$ cat config.mk
export PLATFORM = sky130hd
export DESIGN_NAME = note_sequencer
export DESIGN_NICKNAME = d
export VERILOG_FILES = /design/src/rtl/note_seq_pkg.sv /design/src/rtl/note_seq_buffer.sv /design/src/rtl/note_sequencer.sv
export SDC_FILE = /design/constraint.sdc
export NUM_CORES = 1
export LEC_CHECK = 0
export ABC_AREA = 1
export CAP_MARGIN = 15
export CORE_MARGIN = 1
export CORE_UTILIZATION = 43
export CTS_BUF_LIST = sky130_fd_sc_hd__clkbuf_8
export DETAILED_ROUTE_END_ITERATION = 10
export HOLD_SLACK_MARGIN = 0.02
export SLEW_MARGIN = 25
export SYNTH_ARGS = -nofsm -noshare
export SYNTH_HDL_FRONTEND = slang
export SYNTH_HIERARCHICAL = 1
export SYNTH_SLANG_ARGS = --single-unit
$ cat constraint.sdc
create_clock -name clk -period 1.8 [get_ports clk]
set_input_delay 0.18 -clock clk [delete_from_list [all_inputs] [get_ports clk]]
set_output_delay 0.18 -clock clk [all_outputs]
set_load 0.02 [all_outputs]
$ cat src/rtl/note_seq_pkg.sv
// Shared types and default timing constants for the note sequencer and its buffer.
package note_seq_pkg;
    localparam int NOTE_W          = 3;
    localparam int DEF_NOTE_CYCLES = 25_000_000;  // 0.5 s at 50 MHz
    localparam int DEF_GAP_CYCLES  = 12_500_000;  // 0.25 s at 50 MHz

    typedef enum logic [1:0] {
        IDLE = 2'd0,
        TONE = 2'd1,
        GAP  = 2'd2
    } state_t;
endpackage

$ cat src/rtl/note_seq_buffer.sv
// MAX_LEN x NOTE_W register file holding the note sequence, with append and fill tracking.
module note_seq_buffer
    import note_seq_pkg::*;
#(
    parameter int MAX_LEN = 16,
    parameter int LEN_W   = 5
) (
    input  logic              clk,
    input  logic              reset_n,
    input  logic              clear,
    input  logic              push,
    input  logic [NOTE_W-1:0] push_note,
    input  logic [LEN_W-1:0]  rd_idx,
    output logic [NOTE_W-1:0] rd_note,
    output logic [LEN_W-1:0]  len,
    output logic              full
);
    localparam int IDX_W = (MAX_LEN > 1) ? $clog2(MAX_LEN) : 1;

    logic [NOTE_W-1:0] mem [MAX_LEN];
    logic              wr_en;

    assign wr_en = push && !full && !clear;

    always_ff @(posedge clk) begin
        if (!reset_n) begin
            len  <= '0;
            full <= 1'b0;
        end else if (clear) begin
            len  <= '0;
            full <= 1'b0;
        end else if (wr_en) begin
            len  <= len + LEN_W'(1);
            full <= (len + LEN_W'(1)) == LEN_W'(MAX_LEN);
        end
    end

    // Contents are not reset; len alone defines which entries are valid.
    always_ff @(posedge clk) begin
        if (reset_n && wr_en) begin
            mem[len[IDX_W-1:0]] <= push_note;
        end
    end

    // The sequencer looks one entry past the end on the last note; return 0 there.
    assign rd_note = (rd_idx < LEN_W'(MAX_LEN)) ? mem[rd_idx[IDX_W-1:0]] : '0;
endmodule

$ cat src/rtl/note_sequencer.sv
// Plays a stored note sequence as timed tone/gap intervals into the tone generator.
module note_sequencer
    import note_seq_pkg::*;
#(
    parameter int MAX_LEN     = 16,
    parameter int NOTE_CYCLES = DEF_NOTE_CYCLES,
    parameter int GAP_CYCLES  = DEF_GAP_CYCLES,
    parameter int CNT_W       = 25,
    parameter int LEN_W       = 5
) (
    input  logic              clk,
    input  logic              reset_n,
    input  logic              clear,
    input  logic              push,
    input  logic [NOTE_W-1:0] push_note,
    input  logic              start,
    input  logic              abort,
    output logic [NOTE_W-1:0] note,
    output logic              en,
    output logic              busy,
    output logic              done,
    output logic [LEN_W-1:0]  len,
    output logic              full,
    output logic [LEN_W-1:0]  play_idx
);
    localparam logic [CNT_W-1:0] NOTE_LAST = CNT_W'(NOTE_CYCLES - 1);
    localparam logic [CNT_W-1:0] GAP_LAST  = CNT_W'((GAP_CYCLES > 0) ? GAP_CYCLES - 1 : 0);

    state_t            state;
    logic [CNT_W-1:0]  cnt;
    logic [LEN_W-1:0]  rd_idx;
    logic [NOTE_W-1:0] rd_note;
    logic              last_note;

    // In IDLE the buffer is read at 0 for start; while playing it is read one ahead.
    assign rd_idx    = (state == IDLE) ? '0 : play_idx + LEN_W'(1);
    assign last_note = (play_idx + LEN_W'(1)) >= len;

    note_seq_buffer #(
        .MAX_LEN (MAX_LEN),
        .LEN_W   (LEN_W)
    ) u_buffer (
        .clk       (clk),
        .reset_n   (reset_n),
        .clear     (clear),
        .push      (push && (state == IDLE)),
        .push_note (push_note),
        .rd_idx    (rd_idx),
        .rd_note   (rd_note),
        .len       (len),
        .full      (full)
    );

    always_ff @(posedge clk) begin
        if (!reset_n) begin
            state    <= IDLE;
            cnt      <= '0;
            play_idx <= '0;
            note     <= '0;
            en       <= 1'b0;
            busy     <= 1'b0;
            done     <= 1'b0;
        end else begin
            done <= 1'b0;
            if (clear || (abort && state != IDLE)) begin
                state    <= IDLE;
                cnt      <= '0;
                play_idx <= '0;
                note     <= '0;
                en       <= 1'b0;
                busy     <= 1'b0;
            end else begin
                case (state)
                    IDLE: begin
                        if (start && len != '0) begin
                            state    <= TONE;
                            cnt      <= '0;
                            play_idx <= '0;
                            note     <= rd_note;
                            en       <= 1'b1;
                            busy     <= 1'b1;
                        end
                    end
                    TONE, GAP: begin
                        if (state == TONE && cnt != NOTE_LAST) begin
                            cnt <= cnt + CNT_W'(1);
                        end else if (state == GAP && cnt != GAP_LAST) begin
                            cnt <= cnt + CNT_W'(1);
                        end else if (state == TONE && GAP_CYCLES > 0) begin
                            state <= GAP;
                            cnt   <= '0;
                            en    <= 1'b0;
                        end else if (!last_note) begin
                            // Interval finished with notes remaining: advance to the next tone.
                            state    <= TONE;
                            cnt      <= '0;
                            play_idx <= play_idx + LEN_W'(1);
                            note     <= rd_note;
                            en       <= 1'b1;
                        end else begin
                            state    <= IDLE;
                            cnt      <= '0;
                            play_idx <= '0;
                            note     <= '0;
                            en       <= 1'b0;
                            busy     <= 1'b0;
                            done     <= 1'b1;
                        end
                    end
                    default: begin
                        state    <= IDLE;
                        cnt      <= '0;
                        play_idx <= '0;
                        note     <= '0;
                        en       <= 1'b0;
                        busy     <= 1'b0;
                    end
                endcase
            end
        end
    end
endmodule

Yosys cells after proc, flatten, opt, wreduce, memory -nomap -nowiden:

Memory sizes are Yosys's and may differ from the RTL's.
Cells that the tools add are included.

* add/subtract/negate cells: 3
* order comparisons: 2
* equal/unequal tests: 10
* muxes and demuxes: 38
* bitwise operators: 2
* reductions and logical operators: 21

Operator list (number)
* $mux W25: 3
* $pmux W25 S2: 1
* $mux W5: 6
* $add A25 B1 Y25 const B: 1
* $ne A25 B24 Y1 const B: 1
* $ne A25 B25 Y1 const B: 1
* $mux W3: 6
* $mux W1: 13
* $add A5 B1 Y5 const B: 2
* $pmux W5 S2: 1
* $logic_and A1 B1 Y1: 8
* $mux W2: 4
* $ne A2 B2 Y1 const B: 4
* $pmux W3 S2: 1
* $reduce_or A2 Y1: 3
* $reduce_or A6 Y1: 1
* $eq A5 B5 Y1 const B: 1
* $ge A5 B5 Y1: 1
* $lt A5 B5 Y1 const B: 1
* $reduce_and A5 Y1: 1
* $reduce_bool A5 Y1: 1
* $pmux W1 S2: 2
* $pmux W2 S2: 1
* $reduce_and A4 Y1: 1
* other kinds (9): 11

* bits in registers: 44
* RAM bits: 48
* input bits: 9
* output and inout port bits: 17
* word-level logic and storage cells: 86
* memories kept: 1

Memories
* u_buffer.mem: words 16, width 3, read ports 1, clocked after memory_dff 0, write ports 1, RTL line note_seq_buffer.sv:20 `logic [NOTE_W-1:0] mem [MAX_LEN];`

Longest topological paths before layout:

Gate-level depths: netlist of the first run.

* word-level depth: 9
* gate-level depth with buffers: 15
* mapped depth without buffers: 14

Modules after synthesis:

The synthesis of the first run kept the hierarchy.

Modules (own cells, without submodules)
* note_seq_buffer: instances 1, cells each 261, area an instance 2498.6 µm², seq. area each 1561.5 µm²
* note_sequencer: instances 1, cells each 353, area an instance 2348.5 µm², seq. area each 740.7 µm²

Worst setup path before layout of the first run:

Ideal clock, no wire load.

* path kind: register to register
* start point: register play_idx[0]
* end point: register play_idx[2]
* library setup time: 0.059 ns
* data arrival time: 2.134 ns
* required time: 1.741 ns
* path slack: -0.393 ns
* cell stages (with the launch flop): 11
* buffers on the path: 0
* clock period less this slack: 2.193 ns
* path through: dfxtp_1 -> ha_1 -> nand3_1 -> xor2_1 -> inv_1 -> ha_1 -> a21oi_1 -> nand4_1 -> nor3_1 -> nand3_1 -> nand2_1

* word-level cells in the longest chain between the ends: 7

Ends and longest elaborated chain
* from (decl): RTL line note_sequencer.sv:24 `output logic [LEN_W-1:0] play_idx`
* from (signal assigned): RTL line note_sequencer.sv:97 `play_idx <= play_idx + LEN_W'(1);`
* $add A5 B1 Y5 (*): RTL line note_sequencer.sv:37, note_sequencer.sv:97
* $ge A5 B5 Y1: RTL line note_sequencer.sv:37 `assign last_note = (play_idx + LEN_W'(1)) >= len;`
* $mux W5 (*): RTL line note_sequencer.sv:93 `end else if (!last_note) begin`
* $mux W5 (*): RTL line note_sequencer.sv:89 `end else if (state == TONE && GAP_CYCLES > 0) begin`
* $mux W5 (*): RTL line note_sequencer.sv:87 `end else if (state == GAP && cnt != GAP_LAST) begin`
* $mux W5 (*): RTL line note_sequencer.sv:85 `if (state == TONE && cnt != NOTE_LAST) begin`
* $pmux W5 S2 (*): RTL line note_sequencer.sv:73 `case (state)`

Every way passes the cells marked *; elsewhere a longest branch is shown, timed or not. The select of a mux whose other input is x is not followed.
A chain may end at the register's enable or synchronous reset.

Final worst setup path of the first run:

* start point: register play_idx[0]
* end point: register busy

* word-level cells in the longest chain between the ends: 4

Ends and longest elaborated chain
* $add A5 B1 Y5: RTL line note_sequencer.sv:37
* $ge A5 B5 Y1: RTL line note_sequencer.sv:37
* $ne A2 B2 Y1 (no source line)
* $reduce_and A5 Y1 (no source line)
* to (signal assigned): RTL line note_sequencer.sv:61 `busy <= 1'b0;`
* to (signal assigned): RTL line note_sequencer.sv:71 `busy <= 1'b0;`
* to (signal assigned): RTL line note_sequencer.sv:81 `busy <= 1'b1;`
* to (decl): RTL line note_sequencer.sv:20 `output logic busy,`

No other way between the ends.

==> PnR_summary.wiki, run 1 <==
{| class="wikitable"
! Metric !! Value
|-
| Final cycle utilization of the critical path || 1.18
|-
| CTS clk-pin slew, worst paths || approximately 0.090 ns
|-
| Synthesis-to-finish area growth || 30.7%
|-
| Remaining Overflow, GRT || 0
|-
| TritonCTS clock tree || yes
|-
| Initial antenna violation count || 0
|-
| First-pass GRT wire length || approximately 19,000 um
|-
| Sequential share of power || 0.482
|-
| CP Capture Type || flop
|-
| Cell at the slowest stage of the critical path || sky130_fd_sc_hd__dfxtp_4
|-
| Clock Tree Root || sky130_fd_sc_hd__clkbuf_8
|-
| Final setup skew || between 0.01 and 0.015 ns
|-
| Synth Instances || between 600 and 700
|-
| Fraction of registers with async set or reset after synthesis || 0
|-
| Timing-limited maximum frequency || ~470 MHz
|-
| Sequential area share after synthesis || 0.475
|-
| Most frequently used flop master after synthesis || sky130_fd_sc_hd__edfxtp_1
|-
| Final-report hold violation count || 0
|-
| GPL Wtd Cong || roughly 0.90
|-
| Sw Pwr || about 0.0013 W
|-
| Startpoint of the worst-slack reg-to-reg timing path || play_idx[0]$_SDFFE_PP0P_
|-
| H-tree lvl count || 3
|-
| Largest fanout of any net on the critical path || 4
|-
| Die Width || about 110 um
|-
| DP HPWL || roughly 8000 um
|-
| Clock latency at the later pin of the worst-skew pair || between 0.3 and 0.4 ns
|-
| Mean cell area of the mapped netlist || about 7.9 sq um
|-
| Wire length after detailed routing || ~12,000 um
|-
| Number of buffers added by the clock tree synthesis step || 9
|-
| Worst setup timing slack at the placement stage || -0.277 ns
|-
| GRT Total Usage || 0.216
|-
| Startpoint of the worst setup timing path || play_idx[0]$_SDFFE_PP0P_
|-
| Post-layout net count || between 700 and 800
|-
| Total I/O pin count || 26
|-
| Fillers || about 950
|-
| Max Transition Viols Final || 0
|-
| Worst Hold Margin || between 0.4 and 0.5 ns
|-
| Detailed-route via count || 4,125
|-
| Vias in the first global route || 4,021
|-
| Peak VDD IR || just under 0.0005 V
|-
| Vert. Die Dim || around 110 um
|-
| Die footprint || 11,700 sq um
|-
| Pin count of the biggest net entering global routing || 24
|-
| Minimum setup slack in the final design || -0.324 ns
|-
| Count of buffers from port buffering || 25
|-
| Pleak || 2.60 nW
|-
| TritonCTS sink count || slightly above 90
|-
| Shortest clock period the worst path allows after layout || 2.12 ns
|-
| Highest-count cells in the layout ignoring fill and taps || sky130_fd_sc_hd__nand2_1 (152), sky130_fd_sc_hd__inv_1 (84), sky130_fd_sc_hd__nand3_1 (58), sky130_fd_sc_hd__nor2_1 (55), sky130_fd_sc_hd__buf_4 (51)
|-
| Logic pwr share || 0.165
|-
| Starting utilization of the core area || 0.445
|-
| Data required time of the critical path || 2.07 ns
|-
| Yosys synthesis warning count || 6
|-
| Endpoints failing setup || 11
|-
| Most common library cell in the layout ignoring fill and taps || sky130_fd_sc_hd__nand2_1
|-
| Number of vias per cell after detailed routing || slightly below 5
|-
| Cell-by-cell trace of the critical path || ha_4, nand3_4, xor2_2, inv_2, ha_4, nand2_4, nor2_4, nand2_2, nand4_1, buf_4, nand2_4, nand3b_1, nand2_1, a21oi_1
|-
| Final core utilization || 0.582
|-
| Startpoint kind of the worst setup timing path || flop
|-
| Number of antenna repair diodes || 0
|-
| Summed instance area of the synthesized netlist || 4850 sq um
|-
| CP Class || flop to flop
|-
| RSZ-0062 raised after global routing || yes
|-
| Largest buffer count on any clock path || 2
|-
| Core area || about 11,000 sq um
|-
| Worst Min Path Start || busy$_SDFFE_PP0P_
|-
| Count of TritonRoute iterations in the first routing pass || 5
|-
| Count of flip-flops with a built-in enable after synthesis || 48
|-
| Failing checks || setup timing
|-
| Synthesis-stage register bit count || 91
|-
| Net count of the mapped netlist || 639
|-
| Detail Route Antenna Nets || 0
|-
| Headroom to the max-slew limit || 0.591
|-
| Fraction of layout cells with a size suffix above 1 || 0.247
|-
| Cell variety after synth || 32
|-
| Max-capacitance violation count || 0
|-
| Delay contributed by the slowest stage of the critical path || around 0.37 ns
|-
| Critical path arrival || between 2 and 2.5 ns
|-
| Violation count after the first detailed-routing iteration || 189
|-
| Number of placement rows || 38
|-
| Power density normalized to cell area || roughly 720 nW/um^2
|-
| Internal power consumption || approximately 0.0033 W
|-
| Status || finished, violations left
|-
| DRC violations left || 0
|-
| WL per Instance || between 10 and 15 um
|-
| Switching share of power || 0.276
|-
| Min-delay worst type || flop to flop
|-
| Transition time of the tightest slew-check pin || about 0.61 ns
|-
| Relative contribution of the clock network to total power || 0.353
|}
-- metal layers --
layer | part of all wire | track usage | vias to the layer above
met5 | 0 | 0 | -
met4 | 0.017 | 0.0714 | 0
met3 | 0.037 | 0.0404 | 14
met2 | 0.51 | 0.381 | 69
met1 | 0.44 | 0.263 | 1926
li1 | - | - | 2116
-- worst paths after layout --
check | to | slack (ns) | cells after the start
setup / recovery | busy$_SDFFE_PP0P_ | -0.32 | 14
hold / removal | busy$_SDFFE_PP0P_ | 0.45 | 2
setup reg to reg | busy$_SDFFE_PP0P_ | -0.32 | 14
hold reg to reg | busy$_SDFFE_PP0P_ | 0.45 | 2
-- flip-flops by register name, indices dropped and copies added (netlist names) --
register / cells
cnt: 25
note: 3
u_buffer/full: 1
done: 1
busy: 1
u_buffer/mem: 48
play_idx: 5
u_buffer/len: 5
state: 2
-- critical path, delay by kind of cell, from the launching register on --
kind            cells  cell delay [ns]
xor+xnor            1             0.17
flops               1             0.37
fa+ha+maj           2             0.48
compound gates      1             0.04
buf+inv             2             0.22
simple gates        8             0.75
-- kinds of logic after synthesis --
| kind of cell | after synthesis | share of synthesized area |
|---|---|---|
| adder cells (fa/ha/maj) | 16 | 0.0413 |
| multiplexers | 1 | 0.00207 |
| buffers and inverters | 111 | 0.101 |
| AND/OR/NAND/NOR | 348 | 0.322 |
| AO/OA/AOI/OAI | 34 | 0.0356 |
| XOR/XNOR | 13 | 0.0235 |
| flip-flops | 91 | 0.475 |
-- cells in the mapped netlist (3+ instances only) --
cell / n / area share
sky130_fd_sc_hd__inv_2: 5 / 0.0039
sky130_fd_sc_hd__nand2_2: 8 / 0.010
sky130_fd_sc_hd__inv_1: 89 / 0.069
sky130_fd_sc_hd__nor2_1: 75 / 0.058
sky130_fd_sc_hd__a21oi_1: 16 / 0.017
sky130_fd_sc_hd__xor2_1: 9 / 0.016
sky130_fd_sc_hd__nand4_1: 7 / 0.0090
sky130_fd_sc_hd__nand3_1: 68 / 0.070
sky130_fd_sc_hd__edfxtp_1: 48 / 0.30
sky130_fd_sc_hd__nor3_1: 8 / 0.0083
sky130_fd_sc_hd__buf_2: 5 / 0.0052
sky130_fd_sc_hd__nand2_1: 160 / 0.12
sky130_fd_sc_hd__nor2_4: 3 / 0.0070
sky130_fd_sc_hd__buf_6: 6 / 0.014
sky130_fd_sc_hd__o21ai_0: 13 / 0.013
sky130_fd_sc_hd__o21ai_1: 3 / 0.0031
sky130_fd_sc_hd__buf_4: 5 / 0.0077
sky130_fd_sc_hd__ha_1: 16 / 0.041
sky130_fd_sc_hd__xnor2_1: 4 / 0.0072
sky130_fd_sc_hd__nor4_1: 3 / 0.0039
sky130_fd_sc_hd__nor2_2: 7 / 0.0090
sky130_fd_sc_hd__dfxtp_1: 43 / 0.18
-- final cells by class --
| cell class | count | area (sq um) | share of cell area |
|---|---|---|---|
| multi-input cells | 413 | 2460 | 0.388 |
| clock buffers | 9 | 124 | 0.0196 |
| clock inverters | 7 | 104 | 0.0164 |
| inverters | 95 | 364 | 0.0575 |
| flip-flops and latches | 91 | 2320 | 0.366 |
| repair buffers | 85 | 791 | 0.125 |
| well taps | 140 | 175 | 0.0277 |
-- per-stage QoR --
step                TNS [ns]  total power (W)  cells  cell area (sq um)
detailed placement     -5.12          0.00287    810               5590
floorplan              -1.37          0.00263    614               4900
finish                 -3.02          0.00459    840               6330
global placement       -3.68          0.00286    810               5590
global route           -5.24          0.00477    840               6330
CTS                    -1.96          0.00452    833               6020
-- power groups by stage --
stage	logic (W)	clock network [W]	registers, W
after detailed placement	0.000609	0	0.00226
after global placement	0.000604	0	0.00226
after global routing	0.000824	0.00173	0.00221
final	0.000758	0.00162	0.00221
after CTS	0.000668	0.00164	0.00221
after floorplan	0.000358	0	0.00227
-- timing repair --
item                       4_1_cts  5_1_grt
buffers inserted                 6        6
pin swaps                       14       18
hold buffers                     0        0
gates resized for setup         31       60
setup endpoints to repair       54       80
cloned                           1        1
Power figures use the tool's default switching activity.
==> run 2: changes to the inputs <==
--- a/config.mk
+++ b/config.mk
@@ -12,6 +12,7 @@
 export CTS_BUF_LIST = sky130_fd_sc_hd__clkbuf_8
 export DETAILED_ROUTE_END_ITERATION = 10
 export HOLD_SLACK_MARGIN = 0.02
+export SKIP_LAST_GASP = 1
 export SLEW_MARGIN = 25
 export SYNTH_ARGS = -nofsm -noshare
 export SYNTH_HDL_FRONTEND = slang
==> PnR_summary.wiki, run 2 (synthesized netlist as in run 1, its figures left out) <==
{| class="wikitable"
! Metric !! Value
|-
| Status || finished, violations left
|-
| Failing checks || setup timing
|-
| Min-delay worst type || flop to flop
|-
| Power after layout || 0.00459 W (about the same)
|-
| Highest-count cells in the layout ignoring fill and taps || sky130_fd_sc_hd__nand2_1 (153), sky130_fd_sc_hd__inv_1 (84), sky130_fd_sc_hd__nand3_1 (59), sky130_fd_sc_hd__nor2_1 (57), sky130_fd_sc_hd__buf_4 (51)
|-
| Number of flip-flops under the largest register name || 48 (unchanged)
|-
| H-tree lvl count || 3 (unchanged)
|-
| Violation count after the first detailed-routing iteration || 200 (+5.8%)
|-
| Clock Tree Root || sky130_fd_sc_hd__clkbuf_8
|-
| Switching share of power || 0.276 (about the same)
|-
| Endpoints failing setup || 11 (unchanged)
|-
| Vias in the first global route || 4,016 (-0.12%)
|-
| TritonCTS sink count || 91 (unchanged)
|-
| RSZ-0062 raised after global routing || yes
|-
| GPL Wtd Cong || 0.900 (unchanged)
|-
| Relative contribution of the clock network to total power || 0.354 (about the same)
|-
| Headroom to the max-slew limit || 0.589 (-0.00214)
|-
| Most common library cell in the layout ignoring fill and taps || sky130_fd_sc_hd__nand2_1
|-
| Number of placement rows || 38 (unchanged)
|-
| Die footprint || 11,700 sq um (unchanged)
|-
| Count of TritonRoute iterations in the first routing pass || 4 (-1)
|-
| DRC violations left || 0 (unchanged)
|-
| Vert. Die Dim || 108 um (unchanged)
|-
| Final cycle utilization of the critical path || 1.18 (-0.00164)
|-
| Endpoint, Worst Hold || busy$_SDFFE_PP0P_
|-
| Fraction of layout cells with a size suffix above 1 || 0.241 (-0.00571)
|-
| CTS clk-pin slew, worst paths || 0.09 ns (about the same)
|-
| Largest fanout of any net on the critical path || 4 (unchanged)
|-
| Final core utilization || 0.579 (-0.00276)
|-
| Worst Min Path Start || busy$_SDFFE_PP0P_
|-
| CP Capture Type || flop
|-
| Clock latency at the later pin of the worst-skew pair || 0.38 ns (about the same)
|-
| Peak VDD IR || 0.000481 V (+0.22%)
|-
| WL per Instance || 14.0 um (-0.42%)
|-
| Wire length after detailed routing || 11,700 um (-0.42%)
|-
| Shortest clock period the worst path allows after layout || 2.12 ns (-0.00296 ns)
|-
| Pin count of the biggest net entering global routing || 24 (unchanged)
|-
| Max Transition Viols Final || 0 (unchanged)
|-
| CP Class || flop to flop
|-
| Data required time of the critical path || 2.08 ns (about the same)
|-
| Core area || 10,900 sq um (unchanged)
|-
| Internal power consumption || 0.00332 W (about the same)
|-
| Critical path arrival || 2.40 ns (about the same)
|-
| Total I/O pin count || 26 (unchanged)
|-
| Transition time of the tightest slew-check pin || 0.615 ns (+0.00320 ns)
|-
| Sequential share of power || 0.482 (about the same)
|-
| Final-report hold violation count || 0 (unchanged)
|-
| Hold path depth || 2 (unchanged)
|-
| Reg-to-reg setup timing slack || -0.32 ns (about the same)
|-
| Worst setup timing slack at the placement stage || -0.277 ns (unchanged)
|-
| Startpoint kind of the worst setup timing path || flop
|-
| Pleak || 2.60 nW (about the same)
|-
| Count of buffers from port buffering || 25 (unchanged)
|-
| Sw Pwr || 0.00127 W (about the same)
|-
| TritonCTS clock tree || yes
|-
| GRT Total Usage || 0.215 (-0.000389)
|-
| DP HPWL || 8220 um (unchanged)
|-
| Minimum setup slack in the final design || -0.321 ns (+0.00296 ns)
|-
| Startpoint of the worst-slack reg-to-reg timing path || play_idx[0]$_SDFFE_PP0P_
|-
| Logic pwr share || 0.164 (about the same)
|-
| Initial antenna violation count || 0 (unchanged)
|-
| Final setup skew || 0.0105 ns (-0.0000381 ns)
|-
| Synthesis-to-finish area growth || 30.0%
|-
| Number of buffers added by the clock tree synthesis step || 9 (unchanged)
|-
| Power density normalized to cell area || 728 nW/um^2 (+0.50%)
|-
| Starting utilization of the core area || 0.445 (unchanged)
|-
| Cells on worst reg2reg path || 14 (unchanged)
|-
| First-pass GRT wire length || 19,100 um (-0.22%)
|-
| Detail Route Antenna Nets || 0 (unchanged)
|-
| Worst reg2reg endpoint || busy$_SDFFE_PP0P_
|-
| Die Width || 108 um (unchanged)
|-
| Max-capacitance violation count || 0 (unchanged)
|-
| Largest buffer count on any clock path || 2 (unchanged)
|-
| Setup Total Neg Slack || -3.01 ns (+0.0151 ns)
|-
| Post-layout net count || 720 (unchanged)
|-
| Number of vias per cell after detailed routing || 4.91 (about the same)
|-
| Timing-limited maximum frequency || 472 MHz (+0.14%)
|-
| Detailed-route via count || 4,122 (-0.073%)
|-
| Remaining Overflow, GRT || 0 (unchanged)
|-
| Number of antenna repair diodes || 0 (unchanged)
|}
## run 2: changes by cell type in the layout (fill, tap and decap cells not counted)
cell	before	now
sky130_fd_sc_hd__nand3_1	58	59
sky130_fd_sc_hd__nand2_1	152	153
sky130_fd_sc_hd__dfxtp_4	3	2
sky130_fd_sc_hd__nand3_2	8	7
sky130_fd_sc_hd__nor2_4	18	15
sky130_fd_sc_hd__nor2_1	55	57
sky130_fd_sc_hd__nor2_2	12	13
sky130_fd_sc_hd__dfxtp_2	5	6
sky130_fd_sc_hd__nand2_2	12	11
## run 2: per-stage QoR
step           instances  hold slack (ns)  instance area, sq um
2_1_floorplan        614            0.279                  4900
3_3_place_gp         810            0.436                  5590
3_5_place_dp         810            0.446                  5590
4_1_cts              833            0.459                  6010
5_1_grt              840            0.477                  6300
6_report             840            0.448                  6300
## run 2: cell type report
cell class | instances | area (sq um)
timing repair buffer | 85 | 791
clock buffer | 9 | 124
inverter | 95 | 364
tap | 140 | 175
fill | 958 | 4580
clock inverter | 7 | 104
sequential | 91 | 2320
multi-input combinational | 413 | 2430
## run 2: per-layer routing
metal  vias up  GRT usage  part of all wire
li1       2118          -                 -
met1      1922      0.262              0.44
met2        65      0.381              0.50
met3        17     0.0404             0.035
met4         0     0.0714             0.021
met5         -          0                 0
## run 2: how the worst max path moves through the flow
stage	startpoint	to	slack, ns
floorplan	play_idx[0]$_SDFFE_PP0P_	state[0]$_SDFFE_PP0P_	-0.19
global placement	play_idx[1]$_SDFFE_PP0P_	state[0]$_SDFFE_PP0P_	-0.22
detailed placement	play_idx[0]$_SDFFE_PP0P_	state[0]$_SDFFE_PP0P_	-0.28
CTS	play_idx[0]$_SDFFE_PP0P_	play_idx[1]$_SDFFE_PP0P_	-0.23
global route	play_idx[0]$_SDFFE_PP0P_	play_idx[2]$_SDFFE_PP0P_	-0.44
finish	play_idx[0]$_SDFFE_PP0P_	busy$_SDFFE_PP0P_	-0.32
## run 2: power groups by stage
stage          clock network [W]  registers [W]  logic [W]
2_1_floorplan                  0        0.00227   0.000358
3_3_place_gp                   0        0.00226   0.000604
3_5_place_dp                   0        0.00226   0.000609
4_1_cts                  0.00164        0.00221   0.000667
5_1_grt                  0.00173        0.00221   0.000821
6_report                 0.00162        0.00221   0.000755
## run 2: timing repair
action                     in CTS  in global routing
gates cloned                    1                  1
resized for setup              30                 53
hold buffers                    0                  0
setup endpoints to repair      54                 80
pin swaps                      14                 18
buffers inserted                6                  6
## run 2: worst max-delay path, cell delays in order (launching register included)
cell                       delay [ns]
sky130_fd_sc_hd__dfxtp_4         0.37
sky130_fd_sc_hd__ha_4            0.18
sky130_fd_sc_hd__nand3_4         0.09
sky130_fd_sc_hd__xor2_2          0.17
sky130_fd_sc_hd__inv_2           0.07
sky130_fd_sc_hd__ha_4            0.30
sky130_fd_sc_hd__nand2_4         0.06
sky130_fd_sc_hd__nor2_4          0.12
sky130_fd_sc_hd__nand2_2         0.07
sky130_fd_sc_hd__nand4_1         0.11
sky130_fd_sc_hd__buf_4           0.15
sky130_fd_sc_hd__nand2_4         0.07
sky130_fd_sc_hd__nand3b_1        0.16
sky130_fd_sc_hd__nand2_1         0.06
sky130_fd_sc_hd__a21oi_1         0.04
